**config.mk**
```make
export PLATFORM = sky130hd
export DESIGN_NAME = fp_addsub_issue
export DESIGN_NICKNAME = d
export VERILOG_FILES = /design/src/rtl/fp_addsub_issue.sv
export SDC_FILE = /design/constraint.sdc
export NUM_CORES = 1
export LEC_CHECK = 0
export BUFFER_PORTS_ARGS = -buffer_cell sky130_fd_sc_hd__buf_2
export CAP_MARGIN = 25
export CORE_ASPECT_RATIO = 0.8
export CORE_MARGIN = 1.5
export CORE_UTILIZATION = 50
export DETAILED_ROUTE_END_ITERATION = 6
export GPL_TIMING_DRIVEN = 0
export PLACE_DENSITY_LB_ADDON = 0.08
export SYNTH_ARGS = -nofsm -noshare
export SYNTH_HDL_FRONTEND = slang
export SYNTH_SLANG_ARGS = --single-unit
```
**constraint.sdc**
```tcl
create_clock -name clk -period 5 [get_ports clk]
set_clock_uncertainty 0.2 [all_clocks]
set_input_delay 0 -clock clk [delete_from_list [all_inputs] [get_ports clk]]
set_output_delay 0 -clock clk [all_outputs]
set_load 0.03 [all_outputs]
```
**src/rtl/fp_addsub_issue.sv**
```systemverilog
// fp_addsub_issue: issue/retire stage around the combinational FP add/sub datapath.
// Upstream: in_valid/in_ready, op_a, op_b, in_opcode.
// Downstream: out_valid/out_ready, result, result_err.
// Status: busy, sticky_err (cleared by sticky_clr).
// Datapath: sign/exp/sig/opcode out, fp_out/error in.
module fp_addsub_issue #(
    parameter int unsigned SETTLE_CYCLES = 2
) (
    input  logic        clk,
    input  logic        rst_n,
    input  logic        in_valid,
    output logic        in_ready,
    input  logic [31:0] op_a,
    input  logic [31:0] op_b,
    input  logic        in_opcode,
    output logic        out_valid,
    input  logic        out_ready,
    output logic [31:0] result,
    output logic [2:0]  result_err,
    output logic [2:0]  sticky_err,
    input  logic        sticky_clr,
    output logic        busy,
    output logic        sign1,
    output logic        sign2,
    output logic [7:0]  exp1,
    output logic [7:0]  exp2,
    output logic [22:0] sig1,
    output logic [22:0] sig2,
    output logic        opcode,
    input  logic [31:0] fp_out,
    input  logic [2:0]  error
);

    typedef enum logic [1:0] {
        IDLE,
        EXEC,
        DONE
    } state_t;

    localparam logic [3:0] CNT_INIT = 4'(SETTLE_CYCLES - 1);

    state_t      state;
    logic [3:0]  cnt;
    logic [31:0] a_q;
    logic [31:0] b_q;
    logic        op_q;
    logic        accept;
    logic        capture;

    // Held low in reset so nothing upstream sees a ready during reset.
    assign in_ready = rst_n &
                      ((state == IDLE) |
                       ((state == DONE) & out_ready));
    assign accept   = in_valid & in_ready;
    assign capture  = (state == EXEC) & (cnt == 4'd0);

    // Datapath sees only the operand registers.
    assign sign1  = a_q[31];
    assign exp1   = a_q[30:23];
    assign sig1   = a_q[22:0];
    assign sign2  = b_q[31];
    assign exp2   = b_q[30:23];
    assign sig2   = b_q[22:0];
    assign opcode = op_q;

    always_ff @(posedge clk or negedge rst_n) begin
        if (!rst_n) begin
            state      <= IDLE;
            cnt        <= 4'd0;
            a_q        <= 32'd0;
            b_q        <= 32'd0;
            op_q       <= 1'b0;
            result     <= 32'd0;
            result_err <= 3'd0;
            sticky_err <= 3'd0;
            out_valid  <= 1'b0;
            busy       <= 1'b0;
        end else begin
            if (accept) begin
                a_q  <= op_a;
                b_q  <= op_b;
                op_q <= in_opcode;
                cnt  <= CNT_INIT;
            end

            unique case (state)
                IDLE: begin
                    if (accept) begin
                        state <= EXEC;
                        busy  <= 1'b1;
                    end
                end
                EXEC: begin
                    if (cnt != 4'd0) begin
                        cnt <= cnt - 4'd1;
                    end else begin
                        result     <= fp_out;
                        result_err <= error;
                        state      <= DONE;
                        out_valid  <= 1'b1;
                    end
                end
                DONE: begin
                    if (out_ready) begin
                        out_valid <= 1'b0;
                        if (accept) begin
                            state <= EXEC;
                        end else begin
                            state <= IDLE;
                            busy  <= 1'b0;
                        end
                    end
                end
                default: begin
                    state     <= IDLE;
                    out_valid <= 1'b0;
                    busy      <= 1'b0;
                end
            endcase

            // A clear coinciding with a capture keeps the new bits.
            sticky_err <= (sticky_clr ? 3'd0 : sticky_err) |
                          (capture ? error : 3'd0);
        end
    end

endmodule
```
; After elaboration in Yosys (flattened, before gate mapping)
; Index checks and enable logic that the tools add are counted.
[op_classes]
n_bitwise = 9
n_addsub = 1
mux = 17
reduce_logical = 7
n_eq_ne = 6
[op_table]
columns = operator, count
row1 = $mux 4, 3
row2 = $ne 2x2->1 const B, 4
row3 = $mux 1, 6
row4 = $mux 2, 3
row5 = $mux 3, 2
row6 = $pmux 1 s3, 2
row7 = $pmux 2 s3, 1
row8 = $reduce_and 3->1, 2
row9 = $and 1x1->1, 4
row10 = $logic_not 4->1, 1
row11 = $reduce_and 4->1, 1
row12 = $reduce_bool 4->1, 1
row13 = $sub 4x1->4 const B, 1
row14 = $not 1->1, 3
row15 = $or 3x3->3, 1
row16 = $eq 2x1->1 const B, 1
row17 = $eq 2x2->1 const B, 1
row18 = $logic_not 2->1, 1
row19 = $reduce_and 2->1, 1
row20 = $or 1x1->1, 1
[word_totals]
in_bits = 105
out_inout_bits = 106
elab_cells = 50
reg_bits = 111

; Depth between registers and ports, before layout
; Gate-level depths: netlist (run 1).
[logic_depth]
ltp_word = 8
depth_mapped = 6
depth_no_buf = 5

; Worst setup path after synthesis (run 1)
; Ideal clock, no wire load.
[synth_path]
kind = register to register
from = register cnt[0]
to = register result[0]
stages_incl_launch_ff = 7
slack_ns = 3.294
synth_period_minus_slack_ns = 1.706
path_buffers = 1
setup_ns = 0.125
t_arrival_ns = 1.381
path_cell_list = dfrtp_1 > inv_1 > ha_1 > nor3b_2 > nand2_2 > buf_6 > mux2_2
[synth_via]
elab_chain_len = 3
[synth_rtl]
columns = element, line_no
row1 = from (decl), 43  ; logic [3:0] cnt;
row2 = from (signal assigned), 95  ; cnt <= cnt - 4'd1;
row3 = $reduce_bool 4->1, 94  ; if (cnt != 4'd0) begin
row4 = $not 1->1 (no line), -
row5 = $reduce_and 2->1 (no line), -
row6 = to (signal assigned), 97  ; result <= fp_out;
row7 = to (decl), 18  ; output logic [31:0] result,
; Every way passes these cells.
; A chain may end at the register's enable or synchronous reset.

; Worst setup path in the final report (run 1)
[layout_path]
from = input rst_n
to = register a_q[22]
[layout_via]
elab_chain_len = 2
[layout_rtl]
columns = element, line_no
row1 = from (decl), 10  ; input logic rst_n,
row2 = $and 1x1->1, 51  ; assign in_ready = rst_n &
row3 = $and 1x1->1, 54  ; assign accept = in_valid & in_ready;
row4 = to (signal assigned), 80  ; a_q <= op_a;
row5 = to (decl), 44  ; logic [31:0] a_q;
; Every way passes these cells.

==> results.tsv, run 1 <==
metric	value	unit
Die W	108	µm
Net Count, Synth	378	
CTS Buffer Depth	2	
status	complete, no violations	
Tightest Hold Check Type	in -> async	
die height	86.9	µm
gpl congestion	0.717	
DR iter-0 viols	101	
Max Slew Vio Count	0	
setup_tns	0	ns
TritonCTS clock tree	built	
Synth Instances	272	
Total Power	4.42	mW
WS Path Type	in -> reg	
final hold viol count	0	
mapped cell area	4400	µm²
Fill cells	509	
Nets	705	
layout cell share with drive strength beyond 1	56.6	%
CTS Sinks	111	
Clock Pin Slew Worst Setup and Hold Paths	0.11	ns
row cnt	30	
Total GRT Usage	24.8	%
Worst Tran Pin Value	0.706	ns
Post-DP Area	5620	µm²
RSZ-0062 raised after global routing	false	
drt first pass iters	4	
final WL	11400	µm
Via Count	3415	
vias per cell	4.76	
Final Cycle Share	48.8	%
Synth cell types	31	
Worst setup SP type	primary input	
FMAX	0.410	GHz
DR DRC count	0	
I/O Buffers	210	
first-pass GRT wire length	17700	µm
wire per inst	15.9	µm
HPWL Detailed	7060	µm
Final ANT Viol Nets	0	
worst hold slack	0.0360	ns
P&R area growth vs syn	56.0	%
setup violators final	0	
worst skew pair latency	0.36	ns
starting density of the core	51.7	%
antenna violations before repair	0	
H-tree levels	3	
Lkg Pwr	3.45	nW
Yosys warning count	0	
max_cap viols	0	
utilization after layout	80.6	%
CP endpoint kind	register	
Rel. slew slack	52.9	%
minimum clock period	2.44	ns
CTS buffer count	9	
synthesized area per cell	16.2	µm²
Synth Register Bits	111	
grt total ovfl	0	
core area	8520	µm²
cell area after layout	6870	µm²
vias in the first global route	3620	
Crit Path Max Fanout	58	
worst vdd ir	0.000384	V
Power Density	644	nW/µm²
IO Count	211	
Worst EP required	5.05	ns
Critical Path AT	2.49	ns
Die Footprint	9380	µm²
largest net degree at the start of global routing	59	
root buf cell	clkbuf_8	
Seq/Total Area, Yosys	63.1	%
-- path summary, 6_finish.rpt --
kind,from,endpoint,slack [ns],depth (start not counted)
setup / recovery,rst_n,a_q[22],2.56,8
hold / removal,rst_n,result[1],0.04,2
setup reg to reg,cnt[0],sticky_err[1],2.73,7
hold reg to reg,b_q[10],b_q[10],0.31,1
max in group asynchronous,rst_n,b_q[23],3.85,3
min in group clk,fp_out[25],result[25],0.19,3
-- synth_stat cells --
library cell,n,area share [%]
or3b_1,1,0.20
or4_1,1,0.17
o22ai_1,3,0.43
clkbuf_1,1,0.085
a32oi_1,2,0.40
mux2_2,69,18
ha_1,1,0.28
buf_6,8,2.0
a31o_1,1,0.20
a21oi_1,5,0.57
nand2_2,1,0.14
mux2_4,28,9.5
nand3b_1,1,0.17
nor3_1,1,0.11
nor2_1,1,0.085
inv_1,11,0.94
nand2b_2,1,0.20
nand3_2,1,0.23
nand2b_1,2,0.28
buf_2,3,0.34
and2b_2,1,0.20
and2_1,1,0.14
nor2b_4,1,0.31
a211oi_1,1,0.17
nor3b_2,1,0.28
a31o_2,1,0.20
o2bb2ai_1,1,0.20
dfrtp_1,111,63
o21ai_0,8,0.91
nand2_1,3,0.26
o31ai_1,1,0.17
-- critical path, stage by stage --
cell,delay [ns]
dlygate4sd3_1,0.53
buf_4,0.56
buf_16,0.34
nor2b_4,0.24
nand3_2,0.13
buf_6,0.18
buf_6,0.16
mux2_4,0.31
-- cell type report --
| class | instances | area [µm²] | share of cell area (%) |
|---|---|---|---|
| Tap cell | 112 | 140 | 2.04 |
| Sequential cell | 111 | 2780 | 40.4 |
| Multi-Input combinational cell | 138 | 1480 | 21.5 |
| Inverter | 11 | 41.3 | 0.601 |
| Buffer | 12 | 109 | 1.58 |
| Antenna cell | 1 | 2.50 | 0.0364 |
| Clock inverter | 5 | 41.3 | 0.601 |
| Clock buffer | 11 | 151 | 2.20 |
| Timing Repair Buffer | 316 | 2130 | 31.0 |
-- metrics by stage --
step / std cells / worst slack, ns
global placement: 594 / 1.55
floorplan: 272 / 3.29
global route: 716 / 2.33
detailed placement: 595 / 2.66
finish: 717 / 2.56
CTS: 716 / 2.50
-- placed cells by master, fill, tap and decap left out, types with 2 or more instances in the layout --
| cell | count |
|---|---|
| buf_2 | 212 |
| dfrtp_1 | 111 |
| dlygate4sd3_1 | 105 |
| mux2_2 | 69 |
| mux2_4 | 28 |
| inv_1 | 11 |
| clkbuf_8 | 11 |
| buf_6 | 8 |
| o21ai_0 | 8 |
| a21oi_1 | 5 |
| o22ai_1 | 3 |
| nand2_1 | 3 |
| nand2b_1 | 2 |
| a32oi_1 | 2 |
| clkinvlp_4 | 2 |
| clkinv_4 | 2 |
-- flip-flops by register name (all words and copies together) (netlist names) --
register    flops
out_valid       1
opcode          1
b_q            32
cnt             4
result         32
sticky_err      3
busy            1
a_q            32
result_err      3
state           2
-- repair_timing --
| action | CTS | global route |
|---|---|---|
| setup buffers | 0 | 0 |
| hold buffers | 105 | 0 |
| gates resized for setup | 0 | 0 |
| endpoints found under the hold margin | 204 | 0 |
-- metal layers --
metal / GRT usage [%] / part of all wire (%) / wire length [µm] / vias up
met5: 0 / 0 / 0 / -
met4: 11.0 / 3.0 / 338 / 0
met3: 6.13 / 7.0 / 794 / 33
met2: 41.9 / 50 / 5670 / 137
met1: 30.4 / 40 / 4590 / 1650
li1: - / - / - / 1595
-- logic make-up (layout without fill, tap and decap cells) --
| kind of cell | count (synthesis) | count (layout) | share of synthesized area [%] |
|---|---|---|---|
| AOI/OAI and AO/OA | 23 | 23 | 3.24 |
| adders and majority gates | 1 | 1 | 0.284 |
| DFF | 111 | 111 | 63.1 |
| buffers and inverters | 23 | 355 | 3.41 |
| other | 0 | 1 | 0 |
| muxes | 97 | 97 | 27.2 |
| and+or+nand+nor | 17 | 17 | 2.78 |
-- report_power, final --
part	internal, mW	leakage [nW]	switching (mW)
sequential	1.35	1.32	0.241
clock	0.212	0.0922	0.301
combinational	0.910	2.04	1.41
total	2.47	3.45	1.95
No activity file was read; power rests on OpenSTA's default activity.
==> run 2: changes to the inputs <==
--- a/config.mk
+++ b/config.mk
@@ -9,7 +9,7 @@
 export CAP_MARGIN = 25
 export CORE_ASPECT_RATIO = 0.8
 export CORE_MARGIN = 1.5
-export CORE_UTILIZATION = 50
+export CORE_UTILIZATION = 42
 export DETAILED_ROUTE_END_ITERATION = 6
 export GPL_TIMING_DRIVEN = 0
 export PLACE_DENSITY_LB_ADDON = 0.08
==> constraint.sdc (replaced) <==
create_clock -name clk -period 2.2 [get_ports clk]
set_clock_uncertainty 0.2 [all_clocks]
set_input_delay 0 -clock clk [delete_from_list [all_inputs] [get_ports clk]]
set_output_delay 0 -clock clk [all_outputs]
set_load 0.03 [all_outputs]
==> results.tsv, run 2 (same netlist as run 1, synthesis figures left out) <==
metric	value	unit	change
status	complete, but fails checks		
failing checks	negative hold slack		
I/O Buffers	210		unchanged
Post-CTS Repair Setup Buffers	0		unchanged
Clock Pin Slew Worst Setup and Hold Paths	0.07	ns	-0.04 ns
cell mode on critical path	buf_6		
gpl congestion	0.718		+0.20%
CP endpoint kind	register		
Rel. slew slack	70.6	%	+18 points
final hold viol count	44		+44
hold_buf cts	104		-0.95%
Fill cells	784		+54%
CTS buffer count	9		unchanged
clock share of power	15.3	%	+3.7 points
die height	94.6	µm	+8.8%
vias per cell	4.54		-4.6%
Total Power	10.4	mW	+140%
most frequent cells in the layout	212 x buf_2, 111 x dfrtp_1, 104 x dlygate4sd3_1, 69 x mux2_2, 28 x mux2_4		
worst skew pair latency	0.34	ns	-0.02 ns
WS Path Type	in -> reg		
Critical Path AT	1.99	ns	-0.50 ns
crit-path cells	dlygate4sd3_1 > buf_6 > nor2b_4 > nand3_2 > buf_6 > buf_6 > mux2_4		
IO Count	211		unchanged
placed cells	623		+4.7%
starting density of the core	43.0	%	-8.7 points
Sw Ratio	42.1	%	-2.1 points
worst slack, placed	0.250	ns	-2.41 ns
Final ANT Viol Nets	0		unchanged
antenna cells	0		-1
Max Slew Vio Count	0		unchanged
Int Pwr	6.03	mW	+140%
most common cell after layout, fill and taps aside	buf_2		
final non-filler cell total	741		+3.3%
CP endpoint	a_q[19]		
final WL	10500	µm	-7.5%
minimum clock period	1.97	ns	
CP delay by family, top	buffers and inverters		
Nets	704		-0.14%
Die W	117	µm	+8.9%
P&R area growth vs syn	58.8	%	
HPWL Detailed	6780	µm	-4.0%
cell area after layout	6990	µm²	+1.8%
Slowest cell on crit path	dlygate4sd3_1		
grt total ovfl	0		unchanged
layout cell share with drive strength beyond 1	56.4	%	-0.22 points
Tightest Hold Check Type	in -> async		
Worst Tran Pin Value	0.441	ns	-0.265 ns
core area	10200	µm²	+20%
Post-DP Area	5660	µm²	+0.62%
Die Footprint	11100	µm²	+18%
Final WS setup	0.233	ns	-2.33 ns
H-tree levels	3		unchanged
FMAX	0.508	GHz	
largest net degree at the start of global routing	68		+15%
R2R Setup Slk	0.25	ns	-2.48 ns
R2R cell count	5		-2
setup_tns	0	ns	unchanged
RSZ-0062 raised after global routing	false		
worst hold slack	-0.0488	ns	-0.0848 ns
cell count along the critical path	7		-1
Final Cycle Share	89.4	%	
Gate power share	50.2	%	-2.3 points
Reg-to-Reg Start	cnt[0]		
first-pass GRT wire length	17100	µm	-3.4%
row cnt	33		+10%
Via Count	3366		-1.4%
sequential power share	34.5	%	-1.4 points
Crit Path Max Fanout	46		-21%
critical path launch point	rst_n		
CTS Buffer Depth	2		unchanged
worst vdd ir	0.000848	V	+120%
Critical R2R Capture	cnt[0]		
drt first pass iters	4		unchanged
top flop regs	a_q (32), b_q (32), result (32)		
TritonCTS clock tree	built		
vias in the first global route	3543		-2.1%
antenna violations before repair	0		unchanged
WP buf/inv	4		-1
setup violators final	0		unchanged
Power Density	1490	nW/µm²	+130%
Worst setup SP type	primary input		
Worst EP required	2.22	ns	-2.83 ns
CTS Sinks	111		unchanged
max_cap viols	0		unchanged
Sw Pwr	4.38	mW	+120%
DR DRC count	0		unchanged
Total GRT Usage	19.5	%	-5.2 points
DR iter-0 viols	130		+29%
slowest stage delay, CP	0.54	ns	-0.02 ns
wire per inst	14.2	µm	-10%
root buf cell	clkbuf_16		
Lkg Pwr	3.48	nW	+1.0%
## run 2: cell types whose count changed in the layout (fill, tap and decap cells not counted), sizes merged
| cell | previous run | this run |
|---|---|---|
| dlygate4sd3 | 105 | 104 |
| clkinv | 2 | 0 |
| bufinv | 0 | 1 |
| diode | 1 | 0 |
| inv | 12 | 11 |
## run 2: per-layer routing
metal | part of all wire [%] | vias up | global-route usage [%]
met5 | 0 | - | 0
met4 | 1.7 | 0 | 6.61
met3 | 6.2 | 15 | 6.22
met2 | 51 | 112 | 34.6
met1 | 42 | 1642 | 22.9
li1 | - | 1597 | -
## run 2: worst register-to-register path, delay by kind of cell, from the launching register on
family                     cells  cell delay [ns]
and+or+nand+nor                1             0.48
buffers and inverters          1             0.10
DFF                            1             0.39
AOI/OAI and AO/OA              2             0.47
adders and majority gates      1             0.20
## run 2: worst min-delay path by stage
stage	cells after the start	endpoint	slack, ns	from
floorplan	0	a_q[0]	-0.50	rst_n
global placement	2	sticky_err[1]	0.02	sticky_clr
detailed placement	1	b_q[5]	-0.15	rst_n
CTS	2	b_q[5]	0.02	rst_n
global route	2	b_q[5]	-0.02	rst_n
finish	2	b_q[5]	-0.05	rst_n
## run 2: timing repair
item                       CTS  global route
resized for setup            0             1
setup endpoints to repair    0            28
hold endpoints to repair   220            41
## run 2: final cells by class
cell class                      count  area (µm²)  area share [%]
Clock inverter                      3        45.0           0.644
Timing Repair Buffer              315        2130            30.4
Sequential cell                   111        2780            39.7
Tap cell                          140         175            2.51
Multi-Input combinational cell    138        1480            21.1
Inverter                           11        41.3           0.591
Buffer                             12         109            1.56
Clock buffer                       11         243            3.47
## run 2: power by group through the flow
stage	combinational (mW)	clock (mW)	sequential, mW
after floorplan	1.64	0	5.57
after CTS	5.25	1.65	3.58
after global routing	5.53	1.73	3.73
after detailed placement	5.10	0	3.61
after global placement	5.03	0	3.56
final	5.23	1.59	3.59
## run 2: per-stage QoR
| stage | util [%] | hold slack [ns] |
|---|---|---|
| finish | 68.3 | -0.0488 |
| floorplan | - | -0.496 |
| global placement | 55.0 | 0.0207 |
| global route | 68.3 | -0.0235 |
| detailed placement | 55.3 | -0.150 |
| CTS | 68.2 | 0.0210 |
==> run 3: changes to the inputs <==
--- a/config.mk
+++ b/config.mk
@@ -11,7 +11,6 @@
 export CORE_MARGIN = 1.5
 export CORE_UTILIZATION = 42
 export DETAILED_ROUTE_END_ITERATION = 6
-export GPL_TIMING_DRIVEN = 0
 export PLACE_DENSITY_LB_ADDON = 0.08
 export SYNTH_ARGS = -nofsm -noshare
 export SYNTH_HDL_FRONTEND = slang
==> results.tsv, run 3 (same netlist as run 1, synthesis figures left out) <==
metric	value	unit	change
R2R Setup Slk	0.1	ns	-0.15 ns
status	complete, no violations		
area of the multi-input gates	1480	µm²	+0.51%
row cnt	33		unchanged
CTS Buffer Depth	2		unchanged
P&R area growth vs syn	59.7	%	
final hold viol count	0		-100%
most common cell after layout, fill and taps aside	buf_2		
Total GRT Usage	20.1	%	+0.56 points
RSZ-0062 raised after global routing	false		
drt first pass iters	4		unchanged
layout cell share with drive strength beyond 1	55.2	%	-1.2 points
DR iter-0 viols	122		-6.2%
slowest stage delay, CP	0.56	ns	+0.02 ns
Critical Path AT	2.13	ns	+0.14 ns
gpl congestion	0.696		-3.1%
Worst Tran Pin Value	0.729	ns	+0.287 ns
largest net degree at the start of global routing	60		-12%
TritonCTS clock tree	built		
DR DRC count	0		unchanged
Rel. slew slack	51.4	%	-19 points
Worst setup SP type	register		
WS Path Type	reg -> reg		
Slowest cell on crit path	dlygate4sd3_1		
Die Footprint	11100	µm²	unchanged
Post-CTS Repair Setup Buffers	0		unchanged
antenna cells	0		unchanged
register area	2780	µm²	unchanged
CTS Sinks	111		unchanged
Worst EP required	2.23	ns	about the same
core area	10200	µm²	unchanged
Lkg Pwr	3.50	nW	+0.55%
Sw Ratio	42.1	%	about the same
Max Slew Vio Count	0		unchanged
Fill cells	756		-3.6%
placed cells	617		-0.96%
final non-filler cell total	745		+0.54%
Via Count	3343		-0.68%
setup_tns	0	ns	unchanged
grt total ovfl	0		unchanged
Gate power share	50.7	%	+0.5 points
setup violators final	0		unchanged
H-tree levels	3		unchanged
IO Count	211		unchanged
root buf cell	clkbuf_16		
clock share of power	15.0	%	-0.3 points
worst skew pair latency	0.34	ns	about the same
vias per cell	4.49		-1.2%
Post-DP Area	5620	µm²	-0.69%
Final Cycle Share	95.6	%	+6.1 points
Nets	707		+0.43%
most frequent cells in the layout	209 x buf_2, 113 x dlygate4sd3_1, 111 x dfrtp_1, 69 x mux2_2, 28 x mux2_4		
first-pass GRT wire length	17500	µm	+2.5%
HPWL Detailed	6810	µm	+0.45%
worst slack, placed	0.154	ns	-0.0960 ns
vias in the first global route	3571		+0.79%
worst vdd ir	0.000867	V	+2.2%
worst hold slack	0.159	ns	+0.208 ns
FMAX	0.476	GHz	-6.4%
cell area after layout	7030	µm²	+0.57%
CP endpoint kind	register		
Tightest Hold Check Type	in -> async		
sequential power share	34.3	%	-0.2 points
Sw Pwr	4.41	mW	+0.85%
crit-path cells	nor2b_4 > nand3_4 > mux2_2 > dlygate4sd3_1		
Clock Pin Slew Worst Setup and Hold Paths	0.07	ns	about the same
Int Pwr	6.08	mW	+0.83%
utilization after layout	68.7	%	+0.39 points
Die W	117	µm	unchanged
Final WS setup	0.0978	ns	-0.135 ns
I/O Buffers	210		unchanged
CTS buffer count	9		unchanged
minimum clock period	2.10	ns	+0.135 ns
Final ANT Viol Nets	0		unchanged
top flop regs	a_q (32), b_q (32), result (32)		
Power Density	1490	nW/µm²	+0.27%
max_cap viols	0		unchanged
final WL	10800	µm	+2.3%
Crit Path Max Fanout	12		-74%
antenna violations before repair	0		unchanged
die height	94.6	µm	unchanged
starting density of the core	43.0	%	unchanged
wire per inst	14.5	µm	+1.7%
Total Power	10.5	mW	+0.84%
-- run 3: worst max-delay path, delay by kind of cell (launching register included) --
family	cells	cell delay, ns
multiplexers	1	0.34
flip-flops	1	0.46
AND/OR/NAND/NOR	2	0.42
buffers and inverters	1	0.56
-- run 3: power by group through the flow --
stage | Sequential [mW] | Combinational (mW) | Clock [mW]
2_1_floorplan | 5.57 | 1.64 | 0
3_3_place_gp | 3.56 | 5.00 | 0
3_5_place_dp | 3.61 | 5.06 | 0
4_1_cts | 3.59 | 5.34 | 1.62
5_1_grt | 3.73 | 5.62 | 1.72
6_report | 3.60 | 5.32 | 1.57
-- run 3: area by class of cell --
type | count | share of cell area (%)
sequential | 111 | 39.5
timing repair buffer | 330 | 32.3
multi-input combinational | 138 | 21.1
clock buffer | 11 | 3.31
tap | 140 | 2.49
clock inverter | 4 | 0.676
inverter | 11 | 0.587
-- run 3: path summary, 6_finish.rpt --
path	startpoint	endpoint	cells past startpoint
max in group asynchronous	rst_n	result[19]	4
hold / removal	rst_n	a_q[24]	3
setup reg to reg	state[0]	b_q[23]	4
min in group clk	fp_out[1]	result[1]	3
setup / recovery	state[0]	b_q[23]	4
hold reg to reg	b_q[7]	b_q[7]	1
-- run 3: metal layers --
metal / vias to the layer above / routed length (µm) / global-route usage (%)
met4: 0 / 140 / 6.50
li1: 1601 / - / -
met1: 1617 / 4460 / 23.9
met2: 113 / 5520 / 35.1
met5: - / 0 / 0
met3: 12 / 656 / 6.46
-- run 3: timing repair --
item / 4_1_cts / 5_1_grt
hold buffers: 113 / 0
endpoints found under the hold margin: 161 / 0
gates resized for setup: 0 / 0
